$ cat src/rtl/fast_pkt_pkg.sv
// Shared FAST packet definitions for the UM datapath.
// Word codes, header offsets and the delay-line word bundle.
package fast_pkt_pkg;

    localparam logic [1:0] HEAD = 2'b01;
    localparam logic [1:0] TAIL = 2'b10;

    localparam logic [2:0] W_HEAD = 3'd0;
    localparam logic [2:0] W_ETH  = 3'd2;
    localparam logic [2:0] W_IP   = 3'd3;
    localparam logic [2:0] W_ICMP = 3'd4;
    localparam logic [2:0] W_BODY = 3'd5;

    localparam logic [15:0] ETH_IPV4      = 16'h0800;
    localparam logic [7:0]  IPV4_VER_IHL  = 8'h45;
    localparam logic [7:0]  IP_PROTO_ICMP = 8'h01;
    localparam logic [7:0]  ICMP_ECHO_REQ = 8'h08;
    localparam logic [7:0]  ICMP_ECHO_REP = 8'h00;

    localparam int PST_HI = 79;
    localparam int PST_LO = 72;

    typedef struct packed {
        logic [133:0] data;
        logic         wr;
        logic         valid;
        logic         valid_wr;
        logic [2:0]   widx;
    } fast_word_t;

    function automatic logic [15:0] cksum_add(input logic [15:0] ck,
                                              input logic [15:0] inc);
        logic [16:0] s;
        s = {1'b0, ck} + {1'b0, inc};
        return s[15:0] + {15'd0, s[16]};
    endfunction

endpackage

$ cat src/rtl/pkt_dly_line.sv
// Fixed-depth word delay line; also exposes the DIP low half
// of the word one stage behind the output for the IP swap.
module pkt_dly_line
    import fast_pkt_pkg::*;
#(
    parameter int DEPTH = 4
) (
    input  logic       clk,
    input  logic       rst_n,
    input  fast_word_t d,
    output fast_word_t q,
    output logic [15:0] nxt_dip_lo
);

    fast_word_t pipe [DEPTH];

    always_ff @(posedge clk or negedge rst_n) begin
        if (!rst_n) begin
            for (int i = 0; i < DEPTH; i++) pipe[i] <= '0;
        end else begin
            pipe[0] <= d;
            for (int i = 1; i < DEPTH; i++) pipe[i] <= pipe[i-1];
        end
    end

    assign q          = pipe[DEPTH-1];
    assign nxt_dip_lo = pipe[DEPTH-2].data[127:112];

endmodule

$ cat src/rtl/ping_responder.sv
// ICMP echo responder: classifies on input, rewrites delayed
// copies of requests into replies, counts good replies.
module ping_responder
    import fast_pkt_pkg::*;
#(
    parameter logic [7:0] REPLY_PST = 8'hfe,
    parameter int         LAT       = 5
) (
    input  logic         clk,
    input  logic         rst_n,
    input  logic         cfg_resp_en,
    input  logic [31:0]  cfg_local_ip,
    input  logic [133:0] in_resp_data,
    input  logic         in_resp_data_wr,
    input  logic         in_resp_data_valid,
    input  logic         in_resp_data_valid_wr,
    output logic [133:0] out_resp_data,
    output logic         out_resp_data_wr,
    output logic         out_resp_data_valid,
    output logic         out_resp_data_valid_wr,
    output logic [15:0]  reply_cnt
);

    typedef enum logic [1:0] {IDLE, HDR, BODY} state_t;

    state_t      state;
    logic [2:0]  widx_q;
    logic [31:0] ip_q;
    logic        en_q, m2_q, m3_q, req_q;

    logic        head, tail, acc, req_now, push, req_al;
    logic [2:0]  widx;
    fast_word_t  din, dq;
    logic [15:0] nxt_dip_lo;

    assign head = in_resp_data[133:132] == HEAD;
    assign tail = in_resp_data[133:132] == TAIL;
    assign acc  = in_resp_data_wr & (head | (state != IDLE));
    assign widx = head ? W_HEAD :
                  (widx_q < W_BODY ? widx_q + 3'd1 : W_BODY);

    assign req_now = acc & ~head & (state == HDR) & (widx == W_ICMP)
                   & en_q & m2_q & m3_q
                   & (in_resp_data[127:112] == ip_q[15:0])
                   & (in_resp_data[111:104] == ICMP_ECHO_REQ)
                   & (in_resp_data[103:96] == 8'h00);

    assign push = acc & tail & in_resp_data_valid_wr
                & (req_now | ((state == BODY) & req_q));

    always_ff @(posedge clk or negedge rst_n) begin
        if (!rst_n) begin
            state  <= IDLE;
            widx_q <= '0;
            ip_q   <= '0;
            en_q   <= 1'b0;
            m2_q   <= 1'b0;
            m3_q   <= 1'b0;
            req_q  <= 1'b0;
        end else if (acc) begin
            widx_q <= widx;
            if (head) begin
                state <= HDR;
                en_q  <= cfg_resp_en;
                ip_q  <= cfg_local_ip;
                m2_q  <= 1'b0;
                m3_q  <= 1'b0;
                req_q <= 1'b0;
            end else begin
                unique case (state)
                    HDR: begin
                        if (widx == W_ETH)
                            m2_q <= (in_resp_data[31:16] == ETH_IPV4)
                                  & (in_resp_data[15:8] == IPV4_VER_IHL);
                        if (widx == W_IP)
                            m3_q <= (in_resp_data[71:64] == IP_PROTO_ICMP)
                                  & (in_resp_data[15:0] == ip_q[31:16]);
                        if (widx == W_ICMP) req_q <= req_now;
                        if (tail) state <= IDLE;
                        else if (widx == W_ICMP) state <= BODY;
                    end
                    BODY: if (tail) state <= IDLE;
                    default: ;
                endcase
            end
        end
    end

    always_comb begin
        din          = '0;
        din.wr       = acc;
        din.valid_wr = acc & in_resp_data_valid_wr;
        din.valid    = din.valid_wr & in_resp_data_valid;
        din.widx     = widx;
        if (acc) din.data = in_resp_data;
    end

    pkt_dly_line #(.DEPTH(LAT - 1)) u_dly (
        .clk        (clk),
        .rst_n      (rst_n),
        .d          (din),
        .q          (dq),
        .nxt_dip_lo (nxt_dip_lo)
    );

    // The w4 decision lands exactly when the packet's w0 reaches the muxes.
    generate
        if (LAT == 5) begin : g_al0
            assign req_al = req_now;
        end else begin : g_al
            logic [LAT-6:0] sr;
            always_ff @(posedge clk or negedge rst_n) begin
                if (!rst_n) begin
                    sr <= '0;
                end else begin
                    sr[0] <= req_now;
                    for (int i = 1; i < LAT - 5; i++) sr[i] <= sr[i-1];
                end
            end
            assign req_al = sr[LAT-6];
        end
    endgenerate

    logic         cur_req, out_req_q, w4_fire;
    logic [15:0]  sip_lo_q;
    logic [133:0] od;

    assign cur_req = (dq.wr && dq.widx == W_HEAD) ? req_al : out_req_q;
    assign w4_fire = dq.wr & cur_req & (dq.widx == W_ICMP);

    always_comb begin
        od = dq.data;
        if (dq.wr && cur_req) begin
            unique case (dq.widx)
                W_HEAD: od[PST_HI:PST_LO] = REPLY_PST;
                W_ETH: begin
                    od[127:80] = dq.data[79:32];
                    od[79:32]  = dq.data[127:80];
                end
                W_IP: begin
                    od[47:16] = {dq.data[15:0], nxt_dip_lo};
                    od[15:0]  = dq.data[47:32];
                end
                W_ICMP: begin
                    od[127:112] = sip_lo_q;
                    od[111:104] = ICMP_ECHO_REP;
                    od[95:80]   = cksum_add(dq.data[95:80], 16'h0800);
                end
                default: ;
            endcase
        end
    end

    always_ff @(posedge clk or negedge rst_n) begin
        if (!rst_n) begin
            out_resp_data          <= '0;
            out_resp_data_wr       <= 1'b0;
            out_resp_data_valid    <= 1'b0;
            out_resp_data_valid_wr <= 1'b0;
            out_req_q              <= 1'b0;
            sip_lo_q               <= '0;
        end else begin
            out_resp_data          <= od;
            out_resp_data_wr       <= dq.wr;
            out_resp_data_valid    <= dq.valid;
            out_resp_data_valid_wr <= dq.valid_wr;
            out_req_q              <= cur_req;
            if (dq.wr && dq.widx == W_IP) sip_lo_q <= dq.data[31:16];
        end
    end

    // Good/bad flags of replies whose tail beat their w4 to the output.
    logic [3:0] cf_mem;
    logic [1:0] cf_rd, cf_wr;
    logic [2:0] cf_cnt;
    logic       pend_q;

    always_ff @(posedge clk or negedge rst_n) begin
        if (!rst_n) begin
            reply_cnt <= '0;
            cf_mem    <= '0;
            cf_rd     <= '0;
            cf_wr     <= '0;
            cf_cnt    <= '0;
            pend_q    <= 1'b0;
        end else if (w4_fire && cf_cnt != 3'd0) begin
            reply_cnt <= reply_cnt + {15'd0, cf_mem[cf_rd]};
            cf_rd     <= cf_rd + 2'd1;
            if (push) begin
                cf_mem[cf_wr] <= in_resp_data_valid;
                cf_wr         <= cf_wr + 2'd1;
            end else begin
                cf_cnt <= cf_cnt - 3'd1;
            end
        end else if ((w4_fire || pend_q) && push) begin
            reply_cnt <= reply_cnt + {15'd0, in_resp_data_valid};
            pend_q    <= 1'b0;
        end else if (w4_fire) begin
            pend_q <= 1'b1;
        end else if (push) begin
            cf_mem[cf_wr] <= in_resp_data_valid;
            cf_wr         <= cf_wr + 2'd1;
            cf_cnt        <= cf_cnt + 3'd1;
        end
    end

endmodule

$ cat config.mk
export PLATFORM = sky130hd
export DESIGN_NAME = ping_responder
export DESIGN_NICKNAME = d
export VERILOG_FILES = /design/src/rtl/fast_pkt_pkg.sv /design/src/rtl/pkt_dly_line.sv /design/src/rtl/ping_responder.sv
export SDC_FILE = /design/constraint.sdc
export NUM_CORES = 1
export LEC_CHECK = 0
export ABC_AREA = 0
export CAP_MARGIN = 10
export CORE_MARGIN = 2
export CORE_UTILIZATION = 30
export DETAILED_ROUTE_END_ITERATION = 8
export PLACE_DENSITY = 0.51
export SYNTH_ARGS = -nofsm -noshare
export SYNTH_HDL_FRONTEND = slang
export SYNTH_SLANG_ARGS = --single-unit
$ cat constraint.sdc
create_clock -name clk -period 6.7 [get_ports clk]
set_input_delay 2.01 -clock clk [delete_from_list [all_inputs] [get_ports clk]]
set_output_delay 2.01 -clock clk [all_outputs]
set_load 0.05 [all_outputs]
# Word level (Yosys, flattened, before mapping)
# Index checks and enable logic that the tools add are counted.
totals:
  register_bits: 783
  elab_cells: 172
  inputBits: 172
  output_inout_bits: 153
classes:
  mux: 48
  magnitude_cmp: 4
  n_bitwise: 24
  add_sub_neg: 9
  reduce_logical: 27
  eq_ne: 21
op_table:
  columns: ["cell", "count"]
  rows:
  - ["134-bit 2-to-1 mux", 1]
  - ["128-bit 2-to-1 mux", 1]
  - ["16-bit case mux with 2 select lines", 2]
  - ["16-bit by 1-bit adder with 16-bit output", 3]
  - ["24-bit case mux with 2 select lines", 1]
  - ["16-bit equality test", 2]
  - ["16-bit 2-to-1 mux", 2]
  - ["32-bit 2-to-1 mux", 1]
  - ["24-bit 2-to-1 mux", 1]
  - ["3-bit 2-to-1 mux", 7]
  - ["1-bit bitwise AND", 20]
  - ["16-bit by 12-bit adder with 17-bit output (second input constant)", 1]
  - ["16-bit by 12-bit equality test with 1-bit output (second input constant)", 1]
  - ["2-bit 2-to-1 mux", 8]
  - ["4-bit 2-to-1 mux", 4]
  - ["8-bit case mux with 2 select lines", 1]
  - ["2-bit nonzero test", 8]
  - ["1-bit 2-to-1 mux", 14]
  - ["3-bit by 2-bit equality test with 1-bit output (second input constant)", 4]
  - ["3-bit AND reduction", 3]
  - ["8-bit by 1-bit equality test with 1-bit output (second input constant)", 1]
  - ["8-bit by 4-bit equality test with 1-bit output (second input constant)", 1]
  - ["8-bit by 7-bit equality test with 1-bit output (second input constant)", 1]
  - ["8-bit zero test", 1]
  - ["other kinds (26)", 44]

# Longest topological paths before layout
# Gate-level depths: netlist (run 1).
depth:
  ltp_word: 19
  mapped_depth: 11
  mapped_depth_nobuf: 11

# Modules after synthesis
# A second synthesis (run 1) with hierarchy kept.
unflattened:
  hier_cells: 1673
  hier_area_um2: 25948.6
modules_own_cells:
  columns: ["module", "instances", "seq_area_each_um2", "cells_per_inst", "area_each_um2"]
  rows:
  - ["pkt_dly_line", 1, 14013.4, 716, 15184.6]
  - ["ping_responder", 1, 5580.4, 957, 10764.1]

# Worst setup path after synthesis (run 1)
# OpenSTA, ideal clock, no wires.
synth_path:
  kind: "input -> register"
  startpoint: "input in_resp_data[133]"
  endpoint: "register reply_cnt[13]"
  setup_time_ps: 141
  n_path_buf: 1
  setup_slack_ps: 2770
  t_arrival_ps: 3789
  t_required_ps: 6559
  path_stages: 11
  path_cell_list: "inv_1 > ha_1 > o31ai_2 > inv_2 > nand2_1 > nor4_2 > nand3_2 > a211oi_4 > buf_6 > o2111ai_1 > xnor2_1"
synth_between:
  elab_chain_len: 18
  word_cells_on_any_way: 28
  classes_between: "eq/ne (3); mux (3); bitwise (18); reduce/logical (4)"
synth_rtl:
  columns: ["element", "line_no", "source"]
  rows:
  - ["start, declared", "ping_responder.sv:13", "input logic [133:0] in_resp_data,"]
  - ["2-bit by 1-bit equality test with 1-bit output (*)", "ping_responder.sv:36", "assign head = in_resp_data[133:132] == HEAD;"]
  - ["via head", "ping_responder.sv:31", "logic head, tail, acc, req_now, push, req_al;"]
  - ["1-bit bitwise OR", "ping_responder.sv:38", "assign acc = in_resp_data_wr & (head | (state != IDLE));"]
  - ["1-bit bitwise AND", "ping_responder.sv:38", null]
  - ["1-bit bitwise AND (3 in series)", "ping_responder.sv:42", "assign req_now = acc & ~head & (state == HDR) & (widx == W_ICMP)"]
  - ["1-bit bitwise AND (3 in series)", "ping_responder.sv:43", "& en_q & m2_q & m3_q"]
  - ["1-bit bitwise AND", "ping_responder.sv:44", "& (in_resp_data[127:112] == ip_q[15:0])"]
  - ["1-bit bitwise AND", "ping_responder.sv:45", "& (in_resp_data[111:104] == ICMP_ECHO_REQ)"]
  - ["1-bit bitwise AND", "ping_responder.sv:46", "& (in_resp_data[103:96] == 8'h00);"]
  - ["1-bit 2-to-1 mux", "ping_responder.sv:128", "assign cur_req = (dq.wr && dq.widx == W_HEAD) ? req_al : out_req_q;"]
  - ["1-bit bitwise AND (2 in series)", "ping_responder.sv:129", "assign w4_fire = dq.wr & cur_req & (dq.widx == W_ICMP);"]
  - ["1-bit logical OR", "ping_responder.sv:195", "end else if ((w4_fire || pend_q) && push) begin"]
  - ["1-bit logical AND", "ping_responder.sv:195", null]
  - ["2-bit nonzero test (no line)", null, null]
  - ["end signal, assigned", "ping_responder.sv:187", "reply_cnt <= reply_cnt + {15'd0, cf_mem[cf_rd]};"]
  - ["end signal, assigned", "ping_responder.sv:196", "reply_cnt <= reply_cnt + {15'd0, in_resp_data_valid};"]
  - ["end, declared", "ping_responder.sv:21", "output logic [15:0] reply_cnt"]
# The timed path passes the listed nets; every way through them passes the cells marked *.
# A chain may end at the register's enable or synchronous reset.

# Worst setup path after layout (run 1)
layout_path:
  startpoint: "input in_resp_data[133]"
  endpoint: "register reply_cnt[0]"
# Same word-level chain as after synthesis.

==> run metrics, run 1 <==
register area share after synthesis=78.9%; Root Buffer Master=clkbuf_16; Final min period=4950 ps; Cell Chain, Critical Path=clkdlybuf4s50_1 > inv_1 > ha_1 > o31ai_2 > inv_4 > nand2_1 > nor4_2 > nand3_2 > a211oi_4 > nor2_1 > mux2_2; required time of the critical path=7200 ps; Synth cell types=60; Slew HR=16.1%; total track usage=14.4%; clock latency on the worst-skew pair=630 ps; Synth area leader=dfrtp_1; hold buffers post-CTS=0; Reg-to-Reg Start=u_dly.q[0]$_DFF_PN0_; hold endpoint=u_dly.pipe[285]$_DFF_PN0_; Worst setup SP type=input port; Commonest cells post-synth=dfrtp_1, nand2_1, and2_1, mux2_2, clkbuf_1; DRC viols=0; Max Cap Viol=0; final hold violations=0; gpl congestion=0.772; synth top area cells=dfrtp_1, mux2_2, and2_1; Clock transition at path regs=60 ps; post-route ant nets=0; total power=12.3 mW; dpl hpwl=41,200 µm; Worst R2R Path Depth=4; Yosys reg bits=783; Hold Slack=330 ps; Final Cycle Share=73.9%; hold crit path type=reg -> reg; Critical Path AT=5450 ps; Warnings, synthesis=0; IO buf count=324; Synth Flop Type=dfrtp_1; drt first pass iters=5; post-CTS setup buffers=0; H-tree Lvls=3; critical path buffer and inverter count=3; reg2reg end=out_resp_data[6]$_DFF_PN0_; Clock power frac=37.8%; row count=105; share of layout cells above drive strength 1=12.5%; fin util=39.4%; sequential power share=48.3%; drt via density=4.28; CTS buffer count=83; mapped cell area=24,800 µm²; via count=13,300; Cells after Synth=1,582; NumNets Final=2,146; Ports=325; die width=292 µm; R2R setup slack=2600 ps; Post-synth ARST share=100%; initial antenna violation count=17; worst slack, placed=1120 ps; switch share=26.9%; initial core utilization=30.3%; largest net degree at the start of global routing=162; Int Pwr=8.97 mW; Comb pwr share=13.9%; Post-CTS Resized=0; Final setup violation count=0; RSZ-0062 raised after global routing=no; power density cells=380 nW/µm²; status=finished, final reports clean; worst-margin pin slew=1260 ps; GRT overflow=0; Cells on Worst Hold Path=0; share of the synthesized area in the top cell type=78.9%; hold_sp=u_dly.pipe[425]$_DFF_PN0_; Top delay family on crit path=compound AO/OA/AOI/OAI gates; first-pass GRT wire length=91,300 µm; Area growth syn-to-layout=30.0%; Layout Cells excl Fill=3,100; Setup CP Type=in -> reg; Post-Syn Nets=1,768; vias in the first global route=14,200; Placement Cell Area=29,400 µm²; 1st-iter DRT viols=884; VDD IR max=0.199 mV; Leak=15.2 nW; Post-synth EDFFs=0; Sw Pwr=3.30 mW; Die Y=292 µm; final wirelength=60,200 µm; final worst slack=1750 ps; post-route cell area=32,300 µm²; setup_tns=0 ps; CTS tree=yes; clk_skew=26.8 ps; die area=85,100 µm²; Slowest Stage Delay on Critical Path=690 ps; Worst Setup End Kind=flop; Slew Limit Fails=0; worst-path fanout max=16; core footprint=82,000 µm²; # placed instances=2,945; Mapped Avg Cell Area=15.7 µm²; most numerous cell in the Yosys netlist=dfrtp_1; slowest library cell on the worst path=a211oi_4; Max Freq=0.202 GHz; maximum clock insertion buffer count=3; clock sink total=783; DR WL/cell=19.4 µm
## logic make-up (layout without fill, tap and decap cells)
group           after synthesis  after routing  share of synthesized area, %
flops                       783            783                          78.9
simple gates                443            443                          9.21
compound gates              115            115                          3.64
mux                          97             97                          4.42
buf+inv                      77            520                          1.21
xor+xnor                     53             53                          1.87
fa+ha+maj                    14             14                         0.736
other cells                   0              5                             0
## worst max path at each step
stage,start,to,slack [ps],cells after the start
after floorplan,in_resp_data[133],reply_cnt[13]$_DFFE_PN0P_,2770,11
after global placement,in_resp_data[133],reply_cnt[0]$_DFFE_PN0P_,1270,11
after detailed placement,in_resp_data[133],reply_cnt[0]$_DFFE_PN0P_,1120,11
after CTS,in_resp_data[133],reply_cnt[0]$_DFFE_PN0P_,1790,11
after global routing,in_resp_data[133],reply_cnt[0]$_DFFE_PN0P_,1520,11
final,in_resp_data[133],reply_cnt[0]$_DFFE_PN0P_,1750,11
## per-layer routing
metal | GRT usage, % | vias up | part of all wire [%]
met2 | 22.1 | 344 | 46
met3 | 3.63 | 104 | 6.0
met5 | 0 | - | 0.15
li1 | - | 6040 | -
met1 | 19.7 | 6763 | 45
met4 | 5.12 | 16 | 2.6
## area by class of cell
cell class	count	area (µm²)
timing repair buffer	346	3460
sequential	783	19600
fill	7585	49700
tap	1070	1340
multi-input combinational	722	4960
clock inverter	21	309
inverter	24	92.6
clock buffer	129	2500
antenna	5	12.5
## power by group through the flow
stage                     clock (mW)  sequential [mW]  combinational [mW]
final                           4.64             5.92                1.71
after floorplan                    0             6.37               0.479
after CTS                       4.79             5.93                1.74
after global placement             0             5.99                1.71
after global routing            5.01             6.01                1.82
after detailed placement           0             6.01                1.73
## cells in the final DEF, fill, tap and decap left out, types with 10 or more instances in the layout
cell type	synthesis	layout
a221o_1	19	19
buf_4	1	18
nor2_1	25	21
o21ai_0	20	20
nor3_1	10	10
clkbuf_16	0	85
nor3b_1	14	14
a22oi_1	19	19
clkdlybuf4s50_1	0	323
nand3_1	24	24
inv_1	23	23
and3_1	12	12
nand2_1	177	177
xnor2_1	38	38
dfrtp_1	783	783
mux2_2	91	91
xor2_1	15	15
and2_1	134	134
o211ai_1	11	11
nor4_1	13	13
clkbuf_8	0	21
clkbuf_1	42	23
ha_1	13	13
## flip-flops by register name, indices dropped and copies added (netlist names), 2 cells and up
name              count
cf_rd                 2
cf_wr                 2
u_dly.q             140
u_dly.nxt_dip_lo     16
cf_mem                4
widx_q                3
out_resp_data       134
sip_lo_q             16
ip_q                 32
reply_cnt            16
cf_cnt                3
u_dly.pipe          404
state                 2
Note: power is estimated with default switching activity, not from simulation.
==> run 2, diff against run 1 <==
- PLACE_DENSITY: 0.51 -> 0.52
- clock period: 6.7 -> 4.2 ns (I/O delays scaled with it)
==> run metrics, run 2 (same netlist as run 1, synthesis figures left out) <==
status=finished, final reports clean; maximum clock insertion buffer count=3; IO buf count=324; drt via density=4.29; DRC viols=0; Placement Cell Area=29,700 µm²; power density cells=608 nW/µm²; reg2reg end=out_resp_data[94]$_DFF_PN0_; dpl hpwl=42,600 µm; Slew Limit Fails=0; Area growth syn-to-layout=31.7%; Clock transition at path regs=60 ps; Cells on Worst Hold Path=0; Worst setup SP type=input port; final hold violations=0; GRT overflow=0; initial antenna violation count=13; vias in the first global route=14,700; clock latency on the worst-skew pair=620 ps; via count=13,400; H-tree Lvls=3; worst-path fanout max=8; 1st-iter DRT viols=830; VDD IR max=0.282 mV; Worst R2R Path Depth=11; post-CTS setup buffers=0; Worst Setup End Kind=flop; Max Freq=0.305 GHz; Final setup violation count=0; setup_tns=0 ps; first-pass GRT wire length=92,600 µm; final wirelength=60,500 µm; CTS tree=yes; Post-CTS Resized=0; Slew HR=32.5%; required time of the critical path=4740 ps; clock sink total=783; die width=292 µm; total track usage=14.5%; Final min period=3280 ps; largest net degree at the start of global routing=100; hold buffers post-CTS=0; CTS buffer count=83; row count=105; share of layout cells above drive strength 1=14.3%; hold crit path type=reg -> reg; clk_skew=25.6 ps; commonest non-fill, non-tap cells in the layout=dfrtp_1, clkdlybuf4s50_1, nand2_1, and2_1, mux2_2; RSZ-0062 raised after global routing=no; gpl congestion=0.814; initial core utilization=30.3%; Largest Register=u_dly.pipe; commonest non-fill, non-tap cell in the layout=dfrtp_1; max reg flops=404; post-route ant nets=0; core footprint=82,000 µm²; Root Buffer Master=clkbuf_16; post-route cell area=32,700 µm²; Final Cycle Share=78.1%; Reg-to-Reg Start=u_dly.q[97]$_DFF_PN0_; drt first pass iters=5; Setup CP Type=in -> reg; R2R setup slack=1110 ps; worst-margin pin slew=1010 ps; DR WL/cell=19.3 µm; Die Y=292 µm; Critical Path AT=3820 ps; Ports=325; Leak=15.4 nW; die area=85,100 µm²; hold_sp=u_dly.pipe[342]$_DFF_PN0_; Max Cap Viol=0; NumNets Final=2,172; hold endpoint=u_dly.pipe[202]$_DFF_PN0_
run 2: routing by layer:
| layer | track usage, % | wire (µm) | vias to the layer above |
|---|---|---|---|
| li1 | - | - | 6089 |
| met1 | 19.2 | 26600 | 6921 |
| met2 | 23.2 | 28900 | 312 |
| met3 | 4.37 | 3970 | 85 |
| met4 | 4.07 | 1020 | 12 |
| met5 | 0 | 78 | - |
run 2: critical path: stages:
cell and delay (ps):
clkdlybuf4s50_1 490, inv_1 60, ha_1 230, nor3b_1 250, nand3_1 180, nor4_2 200, nand3_2 230, a21oi_4 310
buf_4 170, mux2i_1 240, xor2_1 190
run 2: stage by stage:
stage	cells	power (mW)	hold slack (ps)	utilization [%]	setup slack, ps
3_3_place_gp	2971	12.3	331	36.3	319
6_report	3131	19.9	334	39.9	918
4_1_cts	3124	20.2	333	39.9	946
2_1_floorplan	1582	10.9	331	-	1020
3_5_place_dp	2971	12.4	335	36.3	276
5_1_grt	3126	20.8	345	39.9	793
run 2: worst max path at each step:
stage	start	to	slack, ps
final	in_resp_data[133]	cf_cnt[2]$_DFFE_PN0P_	920
after global routing	in_resp_data[133]	cf_cnt[1]$_DFFE_PN0P_	790
after CTS	in_resp_data[106]	cf_cnt[1]$_DFFE_PN0P_	950
after detailed placement	in_resp_data[133]	cf_cnt[2]$_DFFE_PN0P_	280
after global placement	in_resp_data[133]	m3_q$_DFFE_PN0P_	320
after floorplan	in_resp_data[133]	reply_cnt[13]$_DFFE_PN0P_	1020
run 2: report_power, final:
part	switching [mW]	total (mW)	internal [mW]
clock	2.95	7.68	4.73
combinational	1.71	2.74	1.03
sequential	0.645	9.45	8.81
run 2: final cells by class:
type	count	area, µm²
Antenna cell	7	17.5
Clock buffer	118	2470
Clock inverter	35	487
Fill cell	7589	49300
Inverter	24	92.6
Multi-Input combinational cell	722	4960
Sequential cell	783	19600
Tap cell	1070	1340
Timing Repair Buffer	372	3730
==> run 3, diff against run 2 <==
- PLACE_DENSITY: 0.52 -> 0.51
- clock period: 4.2 -> 3.14 ns (I/O delays scaled with it)
==> run metrics, run 3 (same netlist as run 1, synthesis figures left out) <==
setup_tns=0 ps; commonest non-fill, non-tap cell in the layout=dfrtp_1; DR WL/cell=19.3 µm; final worst slack=130 ps; RSZ-0062 raised after global routing=no; Leak=15.5 nW; hold buffers post-CTS=0; dpl hpwl=42,700 µm; drt first pass iters=5; Final Cycle Share=95.8%; final wirelength=61,200 µm; core footprint=82,000 µm²; CTS tree=yes; die width=292 µm; Worst setup SP type=input port; first-pass GRT wire length=93,500 µm; Largest Register=u_dly.pipe; clock sink total=783; required time of the critical path=3670 ps; Final min period=3010 ps; Slew Limit Fails=0; final hold violations=0; VDD IR max=0.410 mV; worst-margin pin slew=1070 ps; slowest library cell on the worst path=clkdlybuf4s50_1; vias in the first global route=14,700; post-CTS setup buffers=0; gpl congestion=0.780; GRT overflow=0; Slowest Stage Delay on Critical Path=490 ps; 1st-iter DRT viols=744; Root Buffer Master=clkbuf_16; Clock transition at path regs=50 ps; IO buf count=324; total track usage=14.7%; Cell Chain, Critical Path=clkdlybuf4s50_1 > inv_1 > ha_1 > buf_4 > nor4_2 > nand4b_1 > nor2_2 > nand4_1 > o31ai_2; Area growth syn-to-layout=32.7%; die area=85,100 µm²; post-route ant nets=0; Ports=325; Worst Setup End Kind=flop; Layout Cells excl Fill=3,167; hold crit path type=in -> async; Placement Cell Area=30,100 µm²; largest net degree at the start of global routing=102; initial antenna violation count=17; Max Freq=0.332 GHz; initial core utilization=30.3%; maximum clock insertion buffer count=3; Max Cap Viol=0; Final setup violation count=0; via count=13,500; # placed instances=3,010; clock latency on the worst-skew pair=630 ps; total power=26.3 mW; drt via density=4.27; clk_skew=27.1 ps; Die Y=292 µm; H-tree Lvls=3; max reg flops=404; worst slack, placed=-866 ps; commonest non-fill, non-tap cells in the layout=dfrtp_1, clkdlybuf4s50_1, nand2_1, and2_1, mux2_2; Critical Path AT=3540 ps; post-route cell area=33,000 µm²; share of layout cells above drive strength 1=15.7%; Slew HR=28.3%; status=finished, final reports clean; CTS buffer count=84; DRC viols=0; NumNets Final=2,212; Setup CP Type=in -> reg; row count=105; power density cells=799 nW/µm²; worst-path fanout max=11
[run 3: what timing repair did]
action | in CTS | in global routing
pin swaps | 1 | 3
gates cloned | 0 | 0
resized for setup | 2 | 1
hold endpoints to repair | 0 | 0
endpoints found under the setup margin | 1 | 1
[run 3: critical path: cells and delay by family]
family                     cells  cell delay [ps]
AOI/OAI and AO/OA              1              280
adders and majority gates      1              260
buffers and inverters          3              790
and+or+nand+nor                4             1250
[run 3: metal layers]
layer	vias to the layer above	wire length [µm]	global-route usage, %
li1	6168	-	-
met3	110	3290	3.63
met2	308	28500	22.8
met5	-	102	0
met4	20	1630	5.32
met1	6923	27700	20.1
[run 3: cell type report]
class                           count  area (µm²)
Antenna cell                        9        22.5
Clock buffer                      118        2430
Clock inverter                     30         390
Fill cell                        7558       49000
Inverter                           24        92.6
Multi-Input combinational cell    722        4970
Sequential cell                   783       19600
Tap cell                         1070        1340
Timing Repair Buffer              411        4110
[run 3: worst paths after layout]
| kind | startpoint | to | slack, ps | cells past startpoint |
|---|---|---|---|---|
| max | in_resp_data[133] | m3_q$_DFFE_PN0P_ | 130 | 9 |
| min | rst_n | u_dly.pipe[469]$_DFF_PN0_ | 270 | 1 |
| max reg2reg | u_dly.q[99]$_DFF_PN0_ | out_resp_data[94]$_DFF_PN0_ | 350 | 11 |
| min reg2reg | u_dly.pipe[393]$_DFF_PN0_ | u_dly.pipe[253]$_DFF_PN0_ | 330 | 0 |
| max in group asynchronous | rst_n | u_dly.pipe[144]$_DFF_PN0_ | 1970 | 2 |
| min in group clk | u_dly.pipe[393]$_DFF_PN0_ | u_dly.pipe[253]$_DFF_PN0_ | 330 | 0 |
[run 3: stage by stage]
stage	util, %	hold WS [ps]
CTS	40.2	243
detailed placement	36.7	335
global route	40.2	270
global placement	36.7	331
finish	40.2	266
floorplan	-	331
[run 3: power by group]
group / switching [mW] / total [mW] / internal [mW]
clock network: 3.93 / 9.92 / 5.99
logic: 2.36 / 3.82 / 1.47
registers: 0.792 / 12.6 / 11.8
total: 7.08 / 26.3 / 19.2
